--- src/rtl/mem_arb_pkg.sv ---
// Shared types and constants for the main-memory arbiter.
// Optional feature macro: MEM_ARB_RR_EN (round-robin arbitration on ties).
package mem_arb_pkg;

    localparam int DEF_ADDR_W = 28;
    localparam int DEF_DATA_W = 128;
    localparam int DEF_BEATS  = 4;

    localparam logic OWNER_IC = 1'b0;
    localparam logic OWNER_DC = 1'b1;

    typedef enum logic [1:0] {
        IDLE  = 2'd0,
        REQ   = 2'd1,
        WDATA = 2'd2,
        RRESP = 2'd3
    } arb_state_e;

endpackage

--- src/rtl/mem_arb_beat_cnt.sv ---
// Beat counter for one line burst: cleared at the request handshake,
// incremented per data/response beat, flags the final beat and wraps to 0 after it.
module mem_arb_beat_cnt
    import mem_arb_pkg::*;
#(
    parameter int BEATS = DEF_BEATS,
    localparam int CNT_W = (BEATS > 1) ? $clog2(BEATS) : 1
) (
    input  logic clk,
    input  logic reset_n,
    input  logic clr,
    input  logic inc,
    output logic last
);

    logic [CNT_W-1:0] cnt_reg;
    logic [CNT_W-1:0] cnt_next;

    assign last = (cnt_reg == CNT_W'(BEATS - 1));

    // Next count: clear wins, the final beat wraps back to zero.
    always_comb begin
        cnt_next = cnt_reg;
        if (clr) begin
            cnt_next = '0;
        end else if (inc) begin
            cnt_next = last ? '0 : cnt_reg + 1'b1;
        end
    end

    // Count register.
    always_ff @(posedge clk or negedge reset_n) begin
        if (!reset_n) begin
            cnt_reg <= '0;
        end else begin
            cnt_reg <= cnt_next;
        end
    end

endmodule

--- src/rtl/mem_arbiter.sv ---
// Two-requester arbiter (icache refill / dcache refill+writeback) in front of
// the single main-memory port. One line transaction at a time: one request
// handshake followed by BEATS data or response beats.
// Optional feature macro: MEM_ARB_RR_EN (round-robin on ties; otherwise the
// dcache always wins).
module mem_arbiter
    import mem_arb_pkg::*;
#(
    parameter int ADDR_W = DEF_ADDR_W,
    parameter int DATA_W = DEF_DATA_W,
    parameter int BEATS  = DEF_BEATS
) (
    input  logic                clk,
    input  logic                reset_n,
    input  logic                ic_req_valid,
    output logic                ic_req_ready,
    input  logic [ADDR_W-1:0]   ic_req_addr,
    output logic                ic_resp_valid,
    output logic [DATA_W-1:0]   ic_resp_data,
    input  logic                dc_req_valid,
    output logic                dc_req_ready,
    input  logic                dc_req_rw,
    input  logic [ADDR_W-1:0]   dc_req_addr,
    input  logic                dc_req_data_valid,
    output logic                dc_req_data_ready,
    input  logic [DATA_W-1:0]   dc_req_data_bits,
    input  logic [DATA_W/8-1:0] dc_req_data_mask,
    output logic                dc_resp_valid,
    output logic [DATA_W-1:0]   dc_resp_data,
    output logic                mem_req_valid,
    input  logic                mem_req_ready,
    output logic                mem_req_rw,
    output logic [ADDR_W-1:0]   mem_req_addr,
    output logic                mem_req_data_valid,
    input  logic                mem_req_data_ready,
    output logic [DATA_W-1:0]   mem_req_data_bits,
    output logic [DATA_W/8-1:0] mem_req_data_mask,
    input  logic                mem_resp_valid,
    input  logic [DATA_W-1:0]   mem_resp_data,
    output logic                arb_busy,
    output logic                arb_owner
);

    arb_state_e        state_reg;
    arb_state_e        state_next;
    logic              owner_reg;
    logic              rw_reg;
    logic [ADDR_W-1:0] addr_reg;

    logic any_req;
    logic grant_dc;
    logic capture;
    logic req_hs;
    logic wdata_hs;
    logic rresp_beat;
    logic beat_last;

    assign any_req    = ic_req_valid | dc_req_valid;
    assign capture    = (state_reg == IDLE) & any_req;
    assign req_hs     = (state_reg == REQ) & mem_req_ready;
    assign wdata_hs   = (state_reg == WDATA) & dc_req_data_valid & mem_req_data_ready;
    assign rresp_beat = (state_reg == RRESP) & mem_resp_valid;

`ifdef MEM_ARB_RR_EN
    logic last_owner_reg;

    // On a tie the requester that did not own the previous transaction wins.
    always_comb begin
        grant_dc = dc_req_valid;
        if (ic_req_valid && dc_req_valid) begin
            grant_dc = (last_owner_reg == OWNER_IC);
        end
    end

    // Remember who was granted last; starts as dcache so the icache wins the first tie.
    always_ff @(posedge clk or negedge reset_n) begin
        if (!reset_n) begin
            last_owner_reg <= OWNER_DC;
        end else if (capture) begin
            last_owner_reg <= grant_dc ? OWNER_DC : OWNER_IC;
        end
    end
`else
    // Fixed priority: the dcache wins whenever it is requesting.
    always_comb begin
        grant_dc = dc_req_valid;
    end
`endif

    // Latch the winning request's owner, direction and address in IDLE.
    always_ff @(posedge clk or negedge reset_n) begin
        if (!reset_n) begin
            owner_reg <= OWNER_IC;
            rw_reg    <= 1'b0;
            addr_reg  <= '0;
        end else if (capture) begin
            owner_reg <= grant_dc ? OWNER_DC : OWNER_IC;
            rw_reg    <= grant_dc ? dc_req_rw : 1'b0;
            addr_reg  <= grant_dc ? dc_req_addr : ic_req_addr;
        end
    end

    mem_arb_beat_cnt #(
        .BEATS (BEATS)
    ) u_beat_cnt (
        .clk     (clk),
        .reset_n (reset_n),
        .clr     (req_hs),
        .inc     (wdata_hs | rresp_beat),
        .last    (beat_last)
    );

    // FSM state register.
    always_ff @(posedge clk or negedge reset_n) begin
        if (!reset_n) begin
            state_reg <= IDLE;
        end else begin
            state_reg <= state_next;
        end
    end

    // FSM next-state logic.
    always_comb begin
        state_next = state_reg;
        case (state_reg)
            IDLE:    if (any_req) state_next = REQ;
            REQ:     if (mem_req_ready) state_next = rw_reg ? WDATA : RRESP;
            WDATA:   if (wdata_hs && beat_last) state_next = IDLE;
            RRESP:   if (rresp_beat && beat_last) state_next = IDLE;
            default: state_next = IDLE;
        endcase
    end

    // FSM outputs: request, write-beat and response routing per state.
    always_comb begin
        ic_req_ready       = 1'b0;
        dc_req_ready       = 1'b0;
        ic_resp_valid      = 1'b0;
        ic_resp_data       = '0;
        dc_resp_valid      = 1'b0;
        dc_resp_data       = '0;
        dc_req_data_ready  = 1'b0;
        mem_req_valid      = 1'b0;
        mem_req_rw         = 1'b0;
        mem_req_addr       = '0;
        mem_req_data_valid = 1'b0;
        mem_req_data_bits  = '0;
        mem_req_data_mask  = '0;
        case (state_reg)
            REQ: begin
                mem_req_valid = 1'b1;
                mem_req_rw    = rw_reg;
                mem_req_addr  = addr_reg;
                if (owner_reg == OWNER_DC) begin
                    dc_req_ready = mem_req_ready;
                end else begin
                    ic_req_ready = mem_req_ready;
                end
            end
            WDATA: begin
                mem_req_data_valid = dc_req_data_valid;
                mem_req_data_bits  = dc_req_data_bits;
                mem_req_data_mask  = dc_req_data_mask;
                dc_req_data_ready  = mem_req_data_ready;
            end
            RRESP: begin
                if (owner_reg == OWNER_DC) begin
                    dc_resp_valid = mem_resp_valid;
                    dc_resp_data  = mem_resp_data;
                end else begin
                    ic_resp_valid = mem_resp_valid;
                    ic_resp_data  = mem_resp_data;
                end
            end
            default: begin
            end
        endcase
    end

    assign arb_busy  = (state_reg != IDLE);
    assign arb_owner = owner_reg;

endmodule
--- config.mk ---
export PLATFORM = sky130hd
export DESIGN_NAME = mem_arbiter
export DESIGN_NICKNAME = d
export VERILOG_FILES = /design/src/rtl/mem_arb_pkg.sv /design/src/rtl/mem_arb_beat_cnt.sv /design/src/rtl/mem_arbiter.sv
export SDC_FILE = /design/constraint.sdc
export NUM_CORES = 1
export LEC_CHECK = 0
export ABC_CLOCK_PERIOD_IN_PS = 2100
export CAP_MARGIN = 20
export CORE_AREA = 2 2 304 306
export CTS_CLUSTER_DIAMETER = 50
export DETAILED_ROUTE_END_ITERATION = 16
export DIE_AREA = 0 0 306 308
export SYNTH_ARGS = -nofsm -noshare
export SYNTH_HDL_FRONTEND = slang
export SYNTH_SLANG_ARGS = --single-unit
--- constraint.sdc ---
create_clock -name clk -period 2.1 [get_ports clk]
set_clock_uncertainty 0.05 [all_clocks]
set_input_delay 0.42 -clock clk [delete_from_list [all_inputs] [get_ports clk]]
set_output_delay 0.42 -clock clk [all_outputs]
set_load 0.1 [all_outputs]
==> results_dict.tcl, run 1 <==
set metrics [dict create \
    crit_fanout 8 \
    num_io_pins 775 \
    path_class "flop to output pin" \
    vias 7716 \
    cpPeakStageDelay_ns 0.49 \
    required_ns 1.63 \
    placed_cells 2576 \
    die_width_um 306 \
    synthTopCellsByArea "and2_1, dfrtp_1, mux2_2, buf_2, mux2_4" \
    gp_congestion 0.877 \
    crit_family "buffers and inverters" \
    final_common_cell "buf_12" \
    drt-total-wl_um 64800 \
    hold_class "input port to asynchronous set/reset pin" \
    yosys_most_used_dff "dfrtp_1" \
    layout.nets 1765 \
    crit_top_cell "buf_12" \
    track_usage 0.126 \
    slowest_stage "dfrtp_4" \
    period_share 1.08 \
    grt_start_max_net_pins 37 \
    wl_per_cell_um 24.7 \
    via_per_inst 2.94 \
    ys_seq_area_frac 0.180 \
    maxSlewViolCount 0 \
    max_freq_ghz 0.439 \
    status "finished, violations left" \
    path_cells "and3_4, buf_12, clkbuf_16, buf_6, and2_2, buf_12" \
    cts_tree "yes" \
    die_h_um 308 \
    max_slew_margin 0.585 \
    syn_avg_cell_area_um2 7.69 \
    firstDrtPassIters 4 \
    gr-total-overflow 0 \
    grt_pass1_wl_um 78500 \
    dieArea_um2 94200 \
    worstMarginPinSlew_ns 0.622 \
    syn-instance-count 616 \
    netlist_area_um2 4740 \
    cts_buffer_depth 2 \
    fin_hold_ws_ns 0.0959 \
    ys_seq_elements 34 \
    rows 111 \
    cts_sinks 34 \
    root_buffer "clkbuf_16" \
    finalHoldViolations 0 \
    fin_ws_ns -0.177 \
    fin_setup_tns_ns -27.12 \
    start_kind "flop" \
    yosys_warnings 0 \
    synth_enable_flop_cells 0 \
    maxCapViolations 0 \
    final_cell_mix "buf_12, clkdlybuf4s50_1, and2_4, and2_2, mux2_2" \
    cts_buffers 5 \
    path_buf_inv 4 \
    clk_pin_slew_ns 0.06 \
    drtIter0Drc 262 \
    cts_hold_buf 0 \
    syn_to_final_growth_pct 330 \
    setup_viol 388 \
    finalCriticalPeriod_ns 2.28 \
    instances_no_fill 2627 \
    io_buffer_count 774 \
    async_flop_share 1.00 \
    antenna_found_initial 62 \
    synthesis.nets 954 \
    synth_top_area_cell "and2_1" \
    drc 0 \
    clock_latency_ns 0.28 \
    rsz0062_at_grt "true" \
    grt_pass1_vias 7904 \
    drive_above_1_share 0.723 \
    violations "setup timing" \
    h-tree-depth 2 \
    dp_hpwl_um 57800 \
    end_kind "output pin" \
    start_util 0.0521 \
    largest_reg_flops 28 \
    synth_top_area_frac 0.572 \
    drtAntennaViolNets 0 \
    ys_types 31 \
    cp.arrival_ns 1.81 \
    core_um2 91000 \
]
==> layout make-up <==
| type | instances | area [um^2] |
|---|---|---|
| Timing Repair Buffer | 859 | 13300 |
| Fill cell | 9667 | 70600 |
| Tap cell | 1186 | 1480 |
| Multi-Input combinational cell | 524 | 4460 |
| Clock inverter | 3 | 68.8 |
| Inverter | 3 | 11.3 |
| Antenna cell | 13 | 32.5 |
| Clock buffer | 5 | 125 |
| Sequential cell | 34 | 855 |
==> synth_stat cells (2+ instances only) <==
library cell,n
nor2_1,3
dfrtp_1,34
mux2_2,47
nand3_1,4
buf_4,4
and2_1,433
clkbuf_1,17
mux2_4,9
buf_2,30
inv_1,3
buf_6,2
and3_1,2
nand2_1,9
a21oi_1,2
==> worst register-to-register path, cell delays in order, from the launching register on <==
cell and delay, ns:
dfrtp_1 0.40, buf_6 0.13, buf_6 0.11, buf_6 0.13, nor2_4 0.12, o21a_2 0.16
buf_12 0.21, mux2_2 0.38
==> worst paths after layout <==
kind | start | slack [ns] | cells after the start | end
hold / removal | reset_n | 0.1 | 1 | addr_reg[6]
min in group clk | addr_reg[7] | 0.46 | 1 | addr_reg[7]
setup / recovery | arb_owner | -0.18 | 6 | dc_resp_data[7]
hold reg to reg | addr_reg[7] | 0.46 | 1 | addr_reg[7]
setup reg to reg | state_reg[0] | 0.30 | 7 | addr_reg[17]
max in group asynchronous | reset_n | 1.33 | 2 | addr_reg[17]
==> logic make-up after synthesis <==
| logic type | count (synthesis) | synth area share |
|---|---|---|
| compound gates | 11 | 0.0164 |
| fa+ha+maj | 1 | 0.00264 |
| buf+inv | 58 | 0.0626 |
| flops | 34 | 0.180 |
| mux | 56 | 0.140 |
| simple gates | 456 | 0.598 |
==> metal layers <==
layer / GRT usage / vias up / routed length (um)
met5: 0 / - / 344
met4: 0.0194 / 54 / 1350
met3: 0.0546 / 107 / 6660
met2: 0.222 / 490 / 32000
met1: 0.143 / 3526 / 24500
li1: - / 3539 / -
==> per-stage QoR <==
stage,worst slack (ns),instance area (um^2),util
floorplan,-0.115,5420,-
global placement,-0.0859,19300,0.213
detailed placement,-0.0849,19300,0.213
CTS,-0.178,20000,0.220
global route,-0.245,20300,0.223
finish,-0.177,20400,0.224
==> repair_timing <==
action / CTS / global route
resized for setup: 60 / 105
setup endpoints to repair: 376 / 427
setup buffers: 14 / 9
pin swaps: 19 / 61
gates cloned: 8 / 9
endpoints found under the hold margin: 0 / 0
Power of run 1 is left out: the tool's default activity adds up to more than one toggle a clock period on the data nets, which glitch-free logic cannot reach.
==> run 2: changes to the inputs <==
- GPL_ROUTABILITY_DRIVEN: not set -> 0
- PLACE_DENSITY_LB_ADDON: not set -> 0.15
==> run 2 against run 1 <==
Worst setup slack improved by 0.013 ns. Die area unchanged. Global-route usage decreased by 0.27 points. The run still ends with setup timing left. Via count decreased by 1.0%. Non-clock buffer count decreased by 9. Sequential share of layout area about the same. Final area increased by 0.91%.
==> results_dict.tcl, run 2 (same netlist as run 1, synthesis figures left out) <==
set metrics [dict create \
    antenna_found_initial 46 \
    setup_viol 435 \
    start_util 0.0521 \
    track_usage 0.123 \
    drtIter0Drc 212 \
    drive_above_1_share 0.717 \
    rows 111 \
    firstDrtPassIters 4 \
    root_buffer "clkbuf_16" \
    fin_hold_ws_ns 0.0870 \
    cp.arrival_ns 1.79 \
    core_um2 91000 \
    period_share 1.08 \
    clk_pin_slew_ns 0.06 \
    io_buffer_count 774 \
    fin_ws_ns -0.164 \
    worstMarginPinSlew_ns 0.598 \
    finalCriticalPeriod_ns 2.26 \
    grt_pass1_vias 8107 \
    final_common_cell "buf_12" \
    finalHoldViolations 0 \
    cts_buffer_depth 2 \
    die_width_um 306 \
    largest_reg_flops 28 \
    max_freq_ghz 0.442 \
    fin_setup_tns_ns -45.45 \
    cts_buffers 5 \
    hold_class "input port to asynchronous set/reset pin" \
    drc 0 \
    cts_tree "yes" \
    status "finished, violations left" \
    violations "setup timing" \
    grt_start_max_net_pins 47 \
    gr-total-overflow 0 \
    layout.nets 1756 \
    clock_latency_ns 0.28 \
    h-tree-depth 2 \
    path_class "flop to output pin" \
    cts_hold_buf 0 \
    maxSlewViolCount 0 \
    via_per_inst 2.92 \
    vias 7638 \
    dp_slack_ns -0.0536 \
    required_ns 1.63 \
    crit_fanout 22 \
    rsz0062_at_grt "true" \
    dieArea_um2 94200 \
    final_cell_mix "buf_12, clkdlybuf4s50_1, and2_4, and2_2, mux2_2" \
    start_kind "flop" \
    cts_sinks 34 \
    num_io_pins 775 \
    end_kind "output pin" \
    grt_pass1_wl_um 79000 \
    post-route-util 0.226 \
    syn_to_final_growth_pct 334 \
    wl_per_cell_um 24.2 \
    drt-total-wl_um 63300 \
    max_slew_margin 0.602 \
    maxCapViolations 0 \
    dp_hpwl_um 53600 \
    drtAntennaViolNets 0 \
    die_h_um 308 \
]
==> run 2: cell count changes in the layout (fill, tap and decap cells not counted), sizes merged <==
| cell | delta |
|---|---|
| bufbuf | -1 |
| clkdlybuf4s50 | +2 |
| buf | -14 |
| bufinv | -2 |
| clkinv | +1 |
| dlygate4sd2 | -1 |
| clkbuf | +6 |
| diode | +2 |
==> run 2: worst paths after layout <==
kind | startpoint | end | slack [ns] | cells after the start
worst max-delay path | state_reg[0] | dc_resp_data[5] | -0.16 | 6
worst min-delay path | reset_n | addr_reg[17] | 0.09 | 1
worst max register to register | state_reg[1] | addr_reg[10] | 0.37 | 5
worst min register to register | addr_reg[0] | addr_reg[0] | 0.45 | 1
max in group asynchronous | reset_n | addr_reg[19] | 1.27 | 2
min in group clk | addr_reg[0] | addr_reg[0] | 0.45 | 1
==> run 2: layer usage <==
layer / GRT usage / vias up / share of wire / wire, um
met4: 0.0170 / 20 / 0.011 / 722
met1: 0.133 / 3551 / 0.37 / 23700
met3: 0.0552 / 63 / 0.10 / 6350
met2: 0.226 / 479 / 0.51 / 32400
met5: 0 / - / 0.0020 / 126
li1: - / 3525 / - / -
==> run 2: area by class of cell <==
class                   instances  area, um^2
inverters                       3        11.3
diodes                         15        37.5
flip-flops and latches         34         857
multi-input cells             524        4510
clock buffers                   6         129
well taps                    1186        1480
repair buffers                850       13500
clock inverters                 2        10.0
fillers                      9752       70400
==> run 2: per-stage QoR <==
step,area [um^2],std cells
2_1_floorplan,5420,616
3_3_place_gp,19200,2554
3_5_place_dp,19200,2554
4_1_cts,20000,2585
5_1_grt,20500,2607
6_report,20500,2620
==> run 2: timing repair <==
item | in CTS | in global routing
resized for setup | 119 | 83
setup buffers | 12 | 3
pin swaps | 23 | 18
cloned | 11 | 17
endpoints found under the setup margin | 429 | 435
==> run 2: critical path, stage by stage, from the launching register on <==
cell     delay [ns]
dfrtp_2        0.42
buf_6          0.13
and3_4         0.17
buf_12         0.15
buf_16         0.19
and2_2         0.22
buf_12         0.16
Power of run 2 is left out for the same reason.
==> run 3: changes to the inputs <==
- CTS_CLUSTER_DIAMETER: 50 -> not set
==> results of run 3 <==
Final layout, timing and power as in run 2 (identical DEF).
Power of run 3 is left out for the same reason.
